--- config.mk ---
export PLATFORM = sky130hd
export DESIGN_NAME = memory_access_flat
export DESIGN_NICKNAME = d
export VERILOG_FILES = /design/src/rtl/fewcore_pkg.sv /design/src/rtl/memory_access_if.sv /design/src/rtl/load_extend.sv /design/src/rtl/memory_access.sv /design/src/flat_wrapper.sv
export SDC_FILE = /design/constraint.sdc
export NUM_CORES = 1
export LEC_CHECK = 0
export ABC_CLOCK_PERIOD_IN_PS = 4750
export CAP_MARGIN = 20
export CELL_PAD_IN_SITES_DETAIL_PLACEMENT = 0
export CELL_PAD_IN_SITES_GLOBAL_PLACEMENT = 1
export CORE_ASPECT_RATIO = 0.8
export CORE_UTILIZATION = 34
export CTS_BUF_LIST = sky130_fd_sc_hd__clkbuf_8
export CTS_CLUSTER_DIAMETER = 150
export DETAILED_ROUTE_END_ITERATION = 10
export PLACE_DENSITY_LB_ADDON = 0.1
export SLEW_MARGIN = 20
export SYNTH_ARGS = -nofsm -noshare
export SYNTH_HDL_FRONTEND = slang
export SYNTH_SLANG_ARGS = --single-unit
export TNS_END_PERCENT = 20
--- constraint.sdc ---
create_clock -name clk -period 4.75 [get_ports clk]
set_input_delay 1.1875 -clock clk [delete_from_list [all_inputs] [get_ports clk]]
set_output_delay 1.1875 -clock clk [all_outputs]
set_load 0.01 [all_outputs]
--- src/rtl/fewcore_pkg.sv ---
// Shared core constants: major opcodes, load/store funct3 codes, memory-stage state.
package fewcore_pkg;
  localparam int XLEN = 32;

  localparam logic [6:0] OP_LOAD   = 7'b0000011;
  localparam logic [6:0] OP_STORE  = 7'b0100011;
  localparam logic [6:0] OP_BRANCH = 7'b1100011;

  localparam logic [2:0] F3_B  = 3'b000;
  localparam logic [2:0] F3_H  = 3'b001;
  localparam logic [2:0] F3_W  = 3'b010;
  localparam logic [2:0] F3_BU = 3'b100;
  localparam logic [2:0] F3_HU = 3'b101;

  typedef enum logic {IDLE, REQ} state_e;

  // Lane offset actually used for steering: halves ignore addr[0], words ignore addr[1:0].
  function automatic logic [1:0] lane_lo(input logic [2:0] f3, input logic [1:0] a);
    case (f3[1:0])
      2'b01:   lane_lo = {a[1], 1'b0};
      2'b10:   lane_lo = 2'b00;
      default: lane_lo = a;
    endcase
  endfunction
endpackage

--- src/rtl/memory_access_if.sv ---
// Data-memory request/ready port; master = pipeline stage, slave = memory.
interface memory_access_if;
  import fewcore_pkg::*;
  logic            mem_req;
  logic            mem_we;
  logic [XLEN-1:0] mem_addr;
  logic [3:0]      mem_be;
  logic [XLEN-1:0] mem_wdata;
  logic            mem_ready;
  logic [XLEN-1:0] mem_rdata;

  modport master (output mem_req, mem_we, mem_addr, mem_be, mem_wdata,
                  input  mem_ready, mem_rdata);
  modport slave  (input  mem_req, mem_we, mem_addr, mem_be, mem_wdata,
                  output mem_ready, mem_rdata);
endinterface

--- src/rtl/load_extend.sv ---
// Picks the addressed byte/half from a read word and sign- or zero-extends it.
module load_extend
  import fewcore_pkg::*;
(
  input  logic [XLEN-1:0] rdata,
  input  logic [2:0]      funct3,
  input  logic [1:0]      addr_lo,
  output logic [XLEN-1:0] result
);
  logic [7:0]  byte_sel;
  logic [15:0] half_sel;

  assign byte_sel = rdata[{addr_lo, 3'b000} +: 8];
  assign half_sel = rdata[{addr_lo[1], 4'b0000} +: 16];

  always_comb begin
    result = rdata;
    case (funct3)
      F3_B:    result = {{24{byte_sel[7]}}, byte_sel};
      F3_BU:   result = {24'h0, byte_sel};
      F3_H:    result = {{16{half_sel[15]}}, half_sel};
      F3_HU:   result = {16'h0, half_sel};
      default: result = rdata;
    endcase
  end
endmodule

--- src/rtl/memory_access.sv ---
// Memory pipeline stage: pass-through for ALU ops, request/ready transaction for loads/stores.
// Build option MEM_MISALIGN_TRAP_EN: retire misaligned half/word accesses with misalign=1 instead of accessing.
module memory_access
  import fewcore_pkg::*;
(
  input  logic                   clk,
  input  logic                   reset,
  input  logic                   in_valid,
  input  logic [11:0]            operation,
  input  logic [XLEN-1:0]        resultALU,
  input  logic [4:0]             address_rd,
  input  logic [XLEN-1:0]        content_rs2,
  output logic                   stall,
  memory_access_if.master        mem,
  output logic                   wb_valid,
  output logic                   wb_we,
  output logic [4:0]             wb_rd,
  output logic [XLEN-1:0]        wb_data,
  output logic                   misalign
);
  logic [6:0] opcode;
  logic [2:0] f3;
  logic [1:0] addr_lo, lo_eff;
  logic       is_ld, is_st, f3_ok, trap, mem_go;
  logic [3:0] be_st;
  logic [XLEN-1:0] wdata_st, ld_data;
  logic       unused_op;

  state_e          state_q, state_d;
  logic            mem_req_q, mem_req_d, mem_we_q, mem_we_d;
  logic [XLEN-1:0] mem_addr_q, mem_addr_d, mem_wdata_q, mem_wdata_d;
  logic [3:0]      mem_be_q, mem_be_d;
  logic [4:0]      rd_q, rd_d;
  logic [2:0]      f3_q, f3_d;
  logic [1:0]      lo_q, lo_d;
  logic            wb_valid_q, wb_valid_d, wb_we_q, wb_we_d, misalign_q, misalign_d;
  logic [4:0]      wb_rd_q, wb_rd_d;
  logic [XLEN-1:0] wb_data_q, wb_data_d;

  assign opcode    = operation[6:0];
  assign f3        = operation[9:7];
  assign unused_op = ^operation[11:10];
  assign addr_lo   = resultALU[1:0];
  assign is_ld     = (opcode == OP_LOAD);
  assign is_st     = (opcode == OP_STORE);
  assign f3_ok     = is_ld ? (f3 inside {F3_B, F3_H, F3_W, F3_BU, F3_HU})
                           : (f3 inside {F3_B, F3_H, F3_W});

`ifdef MEM_MISALIGN_TRAP_EN
  logic mis;
  assign mis  = ((f3[1:0] == 2'b01) && addr_lo[0]) || ((f3 == F3_W) && (addr_lo != 2'b00));
  assign trap = (is_ld || is_st) && f3_ok && mis;
`else
  assign trap = 1'b0;
`endif

  assign mem_go = (state_q == IDLE) && in_valid && (is_ld || is_st) && f3_ok && !trap;
  assign stall  = (state_q == IDLE) ? mem_go : !mem.mem_ready;
  assign lo_eff = lane_lo(f3, addr_lo);

  always_comb begin
    be_st    = 4'b1111;
    wdata_st = content_rs2;
    case (f3)
      F3_B: begin
        be_st    = 4'b0001 << lo_eff;
        wdata_st = {4{content_rs2[7:0]}};
      end
      F3_H: begin
        be_st    = 4'b0011 << lo_eff;
        wdata_st = {2{content_rs2[15:0]}};
      end
      default: ;
    endcase
  end

  load_extend u_ext (
    .rdata   (mem.mem_rdata),
    .funct3  (f3_q),
    .addr_lo (lo_q),
    .result  (ld_data)
  );

  always_comb begin
    state_d     = state_q;
    mem_req_d   = mem_req_q;
    mem_we_d    = mem_we_q;
    mem_addr_d  = mem_addr_q;
    mem_be_d    = mem_be_q;
    mem_wdata_d = mem_wdata_q;
    rd_d        = rd_q;
    f3_d        = f3_q;
    lo_d        = lo_q;
    wb_valid_d  = 1'b0;
    wb_we_d     = wb_we_q;
    wb_rd_d     = wb_rd_q;
    wb_data_d   = wb_data_q;
    misalign_d  = 1'b0;
    case (state_q)
      IDLE: begin
        if (mem_go) begin
          state_d     = REQ;
          mem_req_d   = 1'b1;
          mem_we_d    = is_st;
          mem_addr_d  = {resultALU[XLEN-1:2], 2'b00};
          mem_be_d    = is_st ? be_st : 4'b1111;
          mem_wdata_d = wdata_st;
          rd_d        = address_rd;
          f3_d        = f3;
          lo_d        = lo_eff;
        end else if (in_valid) begin
          // Undefined-funct3 and trapped memory ops land here too and never write rd.
          wb_valid_d = 1'b1;
          wb_rd_d    = address_rd;
          wb_data_d  = resultALU;
          wb_we_d    = (address_rd != 5'd0) && !is_ld && !is_st && (opcode != OP_BRANCH);
          misalign_d = trap;
        end
      end
      REQ: begin
        if (mem.mem_ready) begin
          state_d    = IDLE;
          mem_req_d  = 1'b0;
          wb_valid_d = 1'b1;
          wb_rd_d    = rd_q;
          wb_we_d    = !mem_we_q && (rd_q != 5'd0);
          wb_data_d  = mem_we_q ? wb_data_q : ld_data;
        end
      end
      default: state_d = IDLE;
    endcase
  end

  always_ff @(posedge clk) begin
    if (!reset) begin
      state_q     <= IDLE;
      mem_req_q   <= 1'b0;
      mem_we_q    <= 1'b0;
      mem_addr_q  <= '0;
      mem_be_q    <= '0;
      mem_wdata_q <= '0;
      rd_q        <= '0;
      f3_q        <= '0;
      lo_q        <= '0;
      wb_valid_q  <= 1'b0;
      wb_we_q     <= 1'b0;
      wb_rd_q     <= '0;
      wb_data_q   <= '0;
      misalign_q  <= 1'b0;
    end else begin
      state_q     <= state_d;
      mem_req_q   <= mem_req_d;
      mem_we_q    <= mem_we_d;
      mem_addr_q  <= mem_addr_d;
      mem_be_q    <= mem_be_d;
      mem_wdata_q <= mem_wdata_d;
      rd_q        <= rd_d;
      f3_q        <= f3_d;
      lo_q        <= lo_d;
      wb_valid_q  <= wb_valid_d;
      wb_we_q     <= wb_we_d;
      wb_rd_q     <= wb_rd_d;
      wb_data_q   <= wb_data_d;
      misalign_q  <= misalign_d;
    end
  end

  assign mem.mem_req   = mem_req_q;
  assign mem.mem_we    = mem_we_q;
  assign mem.mem_addr  = mem_addr_q;
  assign mem.mem_be    = mem_be_q;
  assign mem.mem_wdata = mem_wdata_q;
  assign wb_valid      = wb_valid_q;
  assign wb_we         = wb_we_q;
  assign wb_rd         = wb_rd_q;
  assign wb_data       = wb_data_q;
  assign misalign      = misalign_q;
endmodule

--- src/flat_wrapper.sv ---
// flat-port wrapper written by rule: the top's interface ports become plain ports
module memory_access_flat import fewcore_pkg::*;
  (clk, reset, in_valid, operation, resultALU, address_rd, content_rs2, stall, wb_valid, wb_we, wb_rd, wb_data, misalign, mem_mem_req, mem_mem_we, mem_mem_addr, mem_mem_be, mem_mem_wdata, mem_mem_ready, mem_mem_rdata);
  memory_access_if mem_i ();
  input  logic clk;
  input  logic reset;
  input  logic in_valid;
  input  logic [11:0] operation;
  input  logic [XLEN-1:0] resultALU;
  input  logic [4:0] address_rd;
  input  logic [XLEN-1:0] content_rs2;
  output logic stall;
  output logic wb_valid;
  output logic wb_we;
  output logic [4:0] wb_rd;
  output logic [XLEN-1:0] wb_data;
  output logic misalign;
  output wire logic [$bits(mem_i.mem_req)-1:0] mem_mem_req;
  output wire logic [$bits(mem_i.mem_we)-1:0] mem_mem_we;
  output wire logic [$bits(mem_i.mem_addr)-1:0] mem_mem_addr;
  output wire logic [$bits(mem_i.mem_be)-1:0] mem_mem_be;
  output wire logic [$bits(mem_i.mem_wdata)-1:0] mem_mem_wdata;
  input wire logic [$bits(mem_i.mem_ready)-1:0] mem_mem_ready;
  input wire logic [$bits(mem_i.mem_rdata)-1:0] mem_mem_rdata;
  assign mem_mem_req = mem_i.mem_req;
  assign mem_mem_we = mem_i.mem_we;
  assign mem_mem_addr = mem_i.mem_addr;
  assign mem_mem_be = mem_i.mem_be;
  assign mem_mem_wdata = mem_i.mem_wdata;
  assign mem_i.mem_ready = mem_mem_ready;
  assign mem_i.mem_rdata = mem_mem_rdata;
  memory_access u_core (.clk(clk), .reset(reset), .in_valid(in_valid), .operation(operation), .resultALU(resultALU), .address_rd(address_rd), .content_rs2(content_rs2), .stall(stall), .mem(mem_i), .wb_valid(wb_valid), .wb_we(wb_we), .wb_rd(wb_rd), .wb_data(wb_data), .misalign(misalign));
endmodule
# Word-level counts from Yosys, hierarchy flattened
# Cells that the tools add are included.
# classes
muxes	30
bitwise_logic	1
n_eq_ne	17
add_sub_neg	0
div	0
magnitude_cmp	0
n_mul	0
n_reduce_logical	22
shift	4
# op_table
operator	count
32-bit two-way mux	4
32-bit one-hot mux with 2 select lines	2
32-bit one-hot mux with 4 select lines	1
32-bit by 6-bit indexed part select with 16-bit output	1
32-bit by 6-bit indexed part select with 8-bit output	1
5-bit two-way mux	3
5-bit nonzero test	3
3-bit equality test (second input constant)	4
1-bit two-way mux	12
5-bit one-hot mux with 2 select lines	1
2-bit inequality test (second input constant)	4
1-bit one-hot mux with 2 select lines	4
4-bit one-hot mux with 2 select lines	1
7-bit by 2-bit equality test with 1-bit output (second input constant)	1
7-bit by 6-bit equality test with 1-bit output (second input constant)	1
1-bit logical AND	7
7-bit inequality test (second input constant)	1
3-bit by 1-bit equality test with 1-bit output (second input constant)	2
3-bit zero test	2
1-bit zero test	4
4-bit two-way mux	1
2-bit one-hot mux with 2 select lines	1
2-bit AND reduction	2
4-bit AND reduction	1
other kinds (10)	10
# word_totals
ramBits	0
register_bits	118
in_bits	117
rom_bits	0
latch_bits	0
mem_count	0

# Logic depth before layout (Yosys ltp)
# depth
depth_word	8
depth_mapped	10

# Cells and area by module
# A second synthesis with hierarchy kept.
# hier_totals
hier_cells	667
area_unflattened_um2	5657.9
# modules_own_cells
module	cells_each	area_per_inst_um2	instances	seq_area_each_um2
memory_access	551	4906.0	1	2362.3
load_extend	116	752.0	1	0.0

# Least setup slack after synthesis
# Ideal clock, no wire load.
# synth_path
kind	in2out
start	input operation[8]
end	output stall
t_required_ns	3.563
arrival_time_ns	2.579
setup_slack_ns	0.983
cell_stages	7
n_path_buf	1
cell_sequence	inv_1 ha_1 o21bai_1 a2111oi_4 nand2_1 clkbuf_1 nand2_1
# synth_via
elab_chain_len	5
elab_cells_between_ends	10
# synth_lines
element	line_no	rtl
start: declaration	flat_wrapper.sv:8	input logic [11:0] operation;
3-bit by 1-bit equality test with 1-bit output, or another cell as far along	memory_access.sv:46, memory_access.sv:47	
5-bit nonzero test / 3-bit nonzero test (equally long branches)	memory_access.sv:46, memory_access.sv:47	
1-bit two-way mux (*)	memory_access.sv:46	assign f3_ok = is_ld ? (f3 inside {F3_B, F3_H, F3_W, F3_BU, F3_HU})
1-bit logical AND (*)	memory_access.sv:57	assign mem_go = (state_q == IDLE) && in_valid && (is_ld || is_st) && f3_ok && !trap;
1-bit two-way mux (*)	memory_access.sv:58	assign stall = (state_q == IDLE) ? mem_go : !mem.mem_ready;
end: declaration	flat_wrapper.sv:12	output logic stall;
# Mark *: on every way between the ends. The rest lies on a longest branch, timed or not.

# Final worst setup path
# layout_path
start	input operation[7]
end	output stall
# Same word-level chain as after synthesis.

==> impl_metrics.json <==
{
  "outcome": "completed",
  "cp.required_ns": 3.56,
  "dr_total_vias": 5876,
  "fraction_of_registers_with_async_set_or_reset_after_synthesis_pct": 0,
  "worst_r2r_path_depth": 7,
  "maxClockFrequency_ghz": 0.2233,
  "placedInstanceArea_um2": 7841,
  "hpwlAfterDp_um": 14030,
  "power_leakage_nw": 2.856,
  "rr_startpoint": "u_core.state_q$_SDFF_PN0_",
  "start_kind": "primary input",
  "vias_in_the_first_global_route": 5490,
  "place.gp.congestion": 0.8387,
  "timing.slew.headroom_pct": 42.72,
  "dr.pass1.iters": 5,
  "layout-drive-gt1-share_pct": 6.828,
  "regToRegEndpoint": "u_core.wb_data[17]$_SDFFE_PN0P_",
  "synth-warning-count": 0,
  "layout.cell_area.non_filler_um2": 8289,
  "num_antenna_cells": 0,
  "fin_nets": 1015,
  "tightest_slew_ns": 0.8581,
  "std_cell_rows": 41,
  "post_cts_setup_buffer_count": 0,
  "clk_path_buf_depth": 2,
  "cts_hold_repair.buffers": 0,
  "crit_path_end_kind": "output port",
  "die_width_um": 144.2,
  "post-route-util_pct": 52.46,
  "drt.antenna.violating_nets": 0,
  "report.final.slew_viol_count": 0,
  "power_per_cell_area_nw_per_um2": 286.9,
  "total_routed_wirelength_um": 19750,
  "clock_latency_ns": 0.44,
  "grt_first_pass_wirelength_um": 30020,
  "floorplan.io_pins": 228,
  "p_clk_share_pct": 43.9,
  "clk_pin_slew_worst_paths_ns": 0.07,
  "mappedNetlistArea_um2": 5503,
  "portion_of_total_power_attributed_to_combinational_logic_pct": 13.1,
  "max-cap-violations": 0,
  "switching_share_pct": 25.54,
  "post_synth_inst_count": 696,
  "power_frac_seq_pct": 43.1,
  "drt_iter0_markers": 357,
  "cts.repair.resized": 0,
  "effective_utilization_at_floorplan_pct": 34.83,
  "numPortBuffers": 222,
  "core_um2": 15800,
  "worstHoldPathType": "register to register",
  "synth-edff-count": 0,
  "post_drt_wl_per_cell_um": 17.58,
  "ys.flop_type": "sky130_fd_sc_hd__dfxtp_1",
  "p_total_mw": 2.378,
  "timing.reg2reg.setup_slack_ns": 2.17,
  "finClkSkew_ns": 0.01103,
  "whs_endpoint": "u_core.mem.mem_wdata[4]$_SDFFE_PN0P_",
  "yosysUniqueCellTypes": 54,
  "timing.final.crit_period_ns": 4.479,
  "most_frequent_standard_cell_in_the_layout_excluding_fill_and_tap_cells": "sky130_fd_sc_hd__clkdlybuf4s50_1",
  "min_path_cells": 2,
  "rsz0062_at_grt": "false",
  "post_synthesis_sequential_area_ratio_pct": 42.93,
  "fin_tns_setup_ns": 0,
  "crit_fanout": 4,
  "wp_data_arrival_ns": 3.29,
  "clock_tree_from_tritoncts": "yes",
  "grt_antenna_before_repair": 0,
  "grt_max_degree": 55,
  "detail_routed_via_count_per_cell": 5.232,
  "min-delay-start": "u_core.mem.mem_wdata[4]$_SDFFE_PN0P_",
  "area_growth_pct": 50.64,
  "timing_worst_setup_path_type": "primary input to output port",
  "htree_levels": 4,
  "tritoncts.num_buffers": 17,
  "final_hold_violation_count": 0,
  "grt_remaining_overflow": 0,
  "synth-seq-cells": 118,
  "fp.dieH_um": 115.8,
  "setup-violations-final": 0,
  "route.detailed.drc": 0,
  "peakVddDrop_mv": 0.1797,
  "final_cell_mix": "sky130_fd_sc_hd__clkdlybuf4s50_1 (222), sky130_fd_sc_hd__nand2_1 (118), sky130_fd_sc_hd__dfxtp_1 (117), sky130_fd_sc_hd__a21oi_1 (97), sky130_fd_sc_hd__nor2_1 (70)",
  "gr_usage_total_pct": 23.67,
  "syn_avg_cell_area_um2": 7.906,
  "power_switching_mw": 0.6074,
  "clock_tree.root_cell": "sky130_fd_sc_hd__clkbuf_8",
  "die-area_um2": 16700,
  "p_int_mw": 1.771,
  "timing.final.crit_share_pct": 94.30,
  "number_of_sinks_on_the_clock_net": 118
}
## flip-flops by register name, summed over array words and instances, names as in the netlist
name,flops
u_core.mem.mem_wdata,32
u_core.wb_data,32
u_core.mem.mem_addr,30
u_core.rd_q,5
u_core.wb_rd,5
u_core.mem.mem_be,4
u_core.f3_q,3
u_core.lo_q,2
u_core.mem.mem_req,1
u_core.mem.mem_we,1
u_core.state_q,1
u_core.wb_valid,1
u_core.wb_we,1
## power by group through the flow
stage	registers [mW]	clock network (mW)	logic (mW)
after floorplan	1.06	0	0.104
after global placement	1.05	0	0.304
after detailed placement	1.05	0	0.307
after CTS	1.02	1.06	0.309
after global routing	1.03	1.10	0.332
final	1.02	1.04	0.311
## kinds of logic (layout without fill, tap and decap cells)
logic type | Yosys count | count (layout) | share of synthesized area, %
flip-flops | 118 | 118 | 42.93
adder cells (fa/ha/maj) | 3 | 3 | 0.6822
AND/OR/NAND/NOR | 248 | 248 | 19.42
other | 1 | 3 | 0.06815
AO/OA/AOI/OAI | 217 | 217 | 25.67
multiplexers | 23 | 23 | 4.252
buffers and inverters | 86 | 296 | 6.980
## synthesized netlist by cell type, drive strengths merged, types with 2 or more instances
library cell / count / area [µm²]
o311ai: 2 / 17.52
mux2: 3 / 33.78
and3: 3 / 18.77
o21a: 2 / 15.01
o21bai: 2 / 15.01
ha: 3 / 37.54
o2111ai: 5 / 43.79
o221ai: 3 / 26.28
o22ai: 2 / 12.51
a31oi: 7 / 43.79
nor2: 70 / 262.8
o32ai: 17 / 148.9
clkbuf: 32 / 120.1
a211oi: 34 / 255.2
a21boi: 2 / 15.01
nor2b: 10 / 62.56
a22oi: 10 / 75.07
nor4: 3 / 18.77
nand2: 120 / 452.9
o211ai: 7 / 52.55
o21ai: 14 / 73.82
inv: 27 / 101.3
nor3: 10 / 50.05
nand3: 11 / 55.05
and2: 4 / 25.02
nand2b: 12 / 82.58
dfxtp: 118 / 2362
mux2i: 20 / 200.2
o31ai: 2 / 15.01
a21oi: 98 / 494.2
buf: 27 / 162.7
a221oi: 2 / 17.52
## worst max path at each step
| stage | from | to | slack, ns |
|---|---|---|---|
| after floorplan | operation[8] | stall | 0.98 |
| final | operation[7] | stall | 0.27 |
| after detailed placement | operation[7] | stall | 0.26 |
| after CTS | operation[7] | stall | 0.24 |
| after global routing | operation[7] | stall | 0.14 |
| after global placement | operation[7] | stall | 0.34 |
## layout make-up
cell class              count  area (µm²)
clock buffers              18       247.7
flip-flops and latches    118        2364
fillers                  1524        7511
well taps                 215       269.0
repair buffers            237        2335
inverters                  27       101.3
multi-input cells         494        2773
clock inverters            14       200.2
## worst max-delay path, stage by stage
cell,delay [ns]
sky130_fd_sc_hd__clkdlybuf4s50_1,0.47
sky130_fd_sc_hd__inv_1,0.11
sky130_fd_sc_hd__ha_1,0.20
sky130_fd_sc_hd__o21bai_1,0.11
sky130_fd_sc_hd__a2111oi_4,0.50
sky130_fd_sc_hd__nand2_2,0.10
sky130_fd_sc_hd__nand2_1,0.08
sky130_fd_sc_hd__clkdlybuf4s50_1,0.54
## layer usage
layer	part of all wire (%)	track usage, %	vias to the layer above
li1	-	-	2841
met1	48	32.60	2777
met2	43	36.30	234
met3	7.0	5.661	24
met4	1.3	7.860	0
met5	0	0	-
## metrics by stage
stage	cells	worst slack, ns	hold slack (ns)
after CTS	1123	0.2392	0.4539
after floorplan	698	0.9832	0.4442
after detailed placement	1091	0.2556	0.4450
final	1123	0.2710	0.4525
after global placement	1091	0.3442	0.4382
after global routing	1123	0.1406	0.4745
Note: power is estimated with default switching activity, not from simulation.
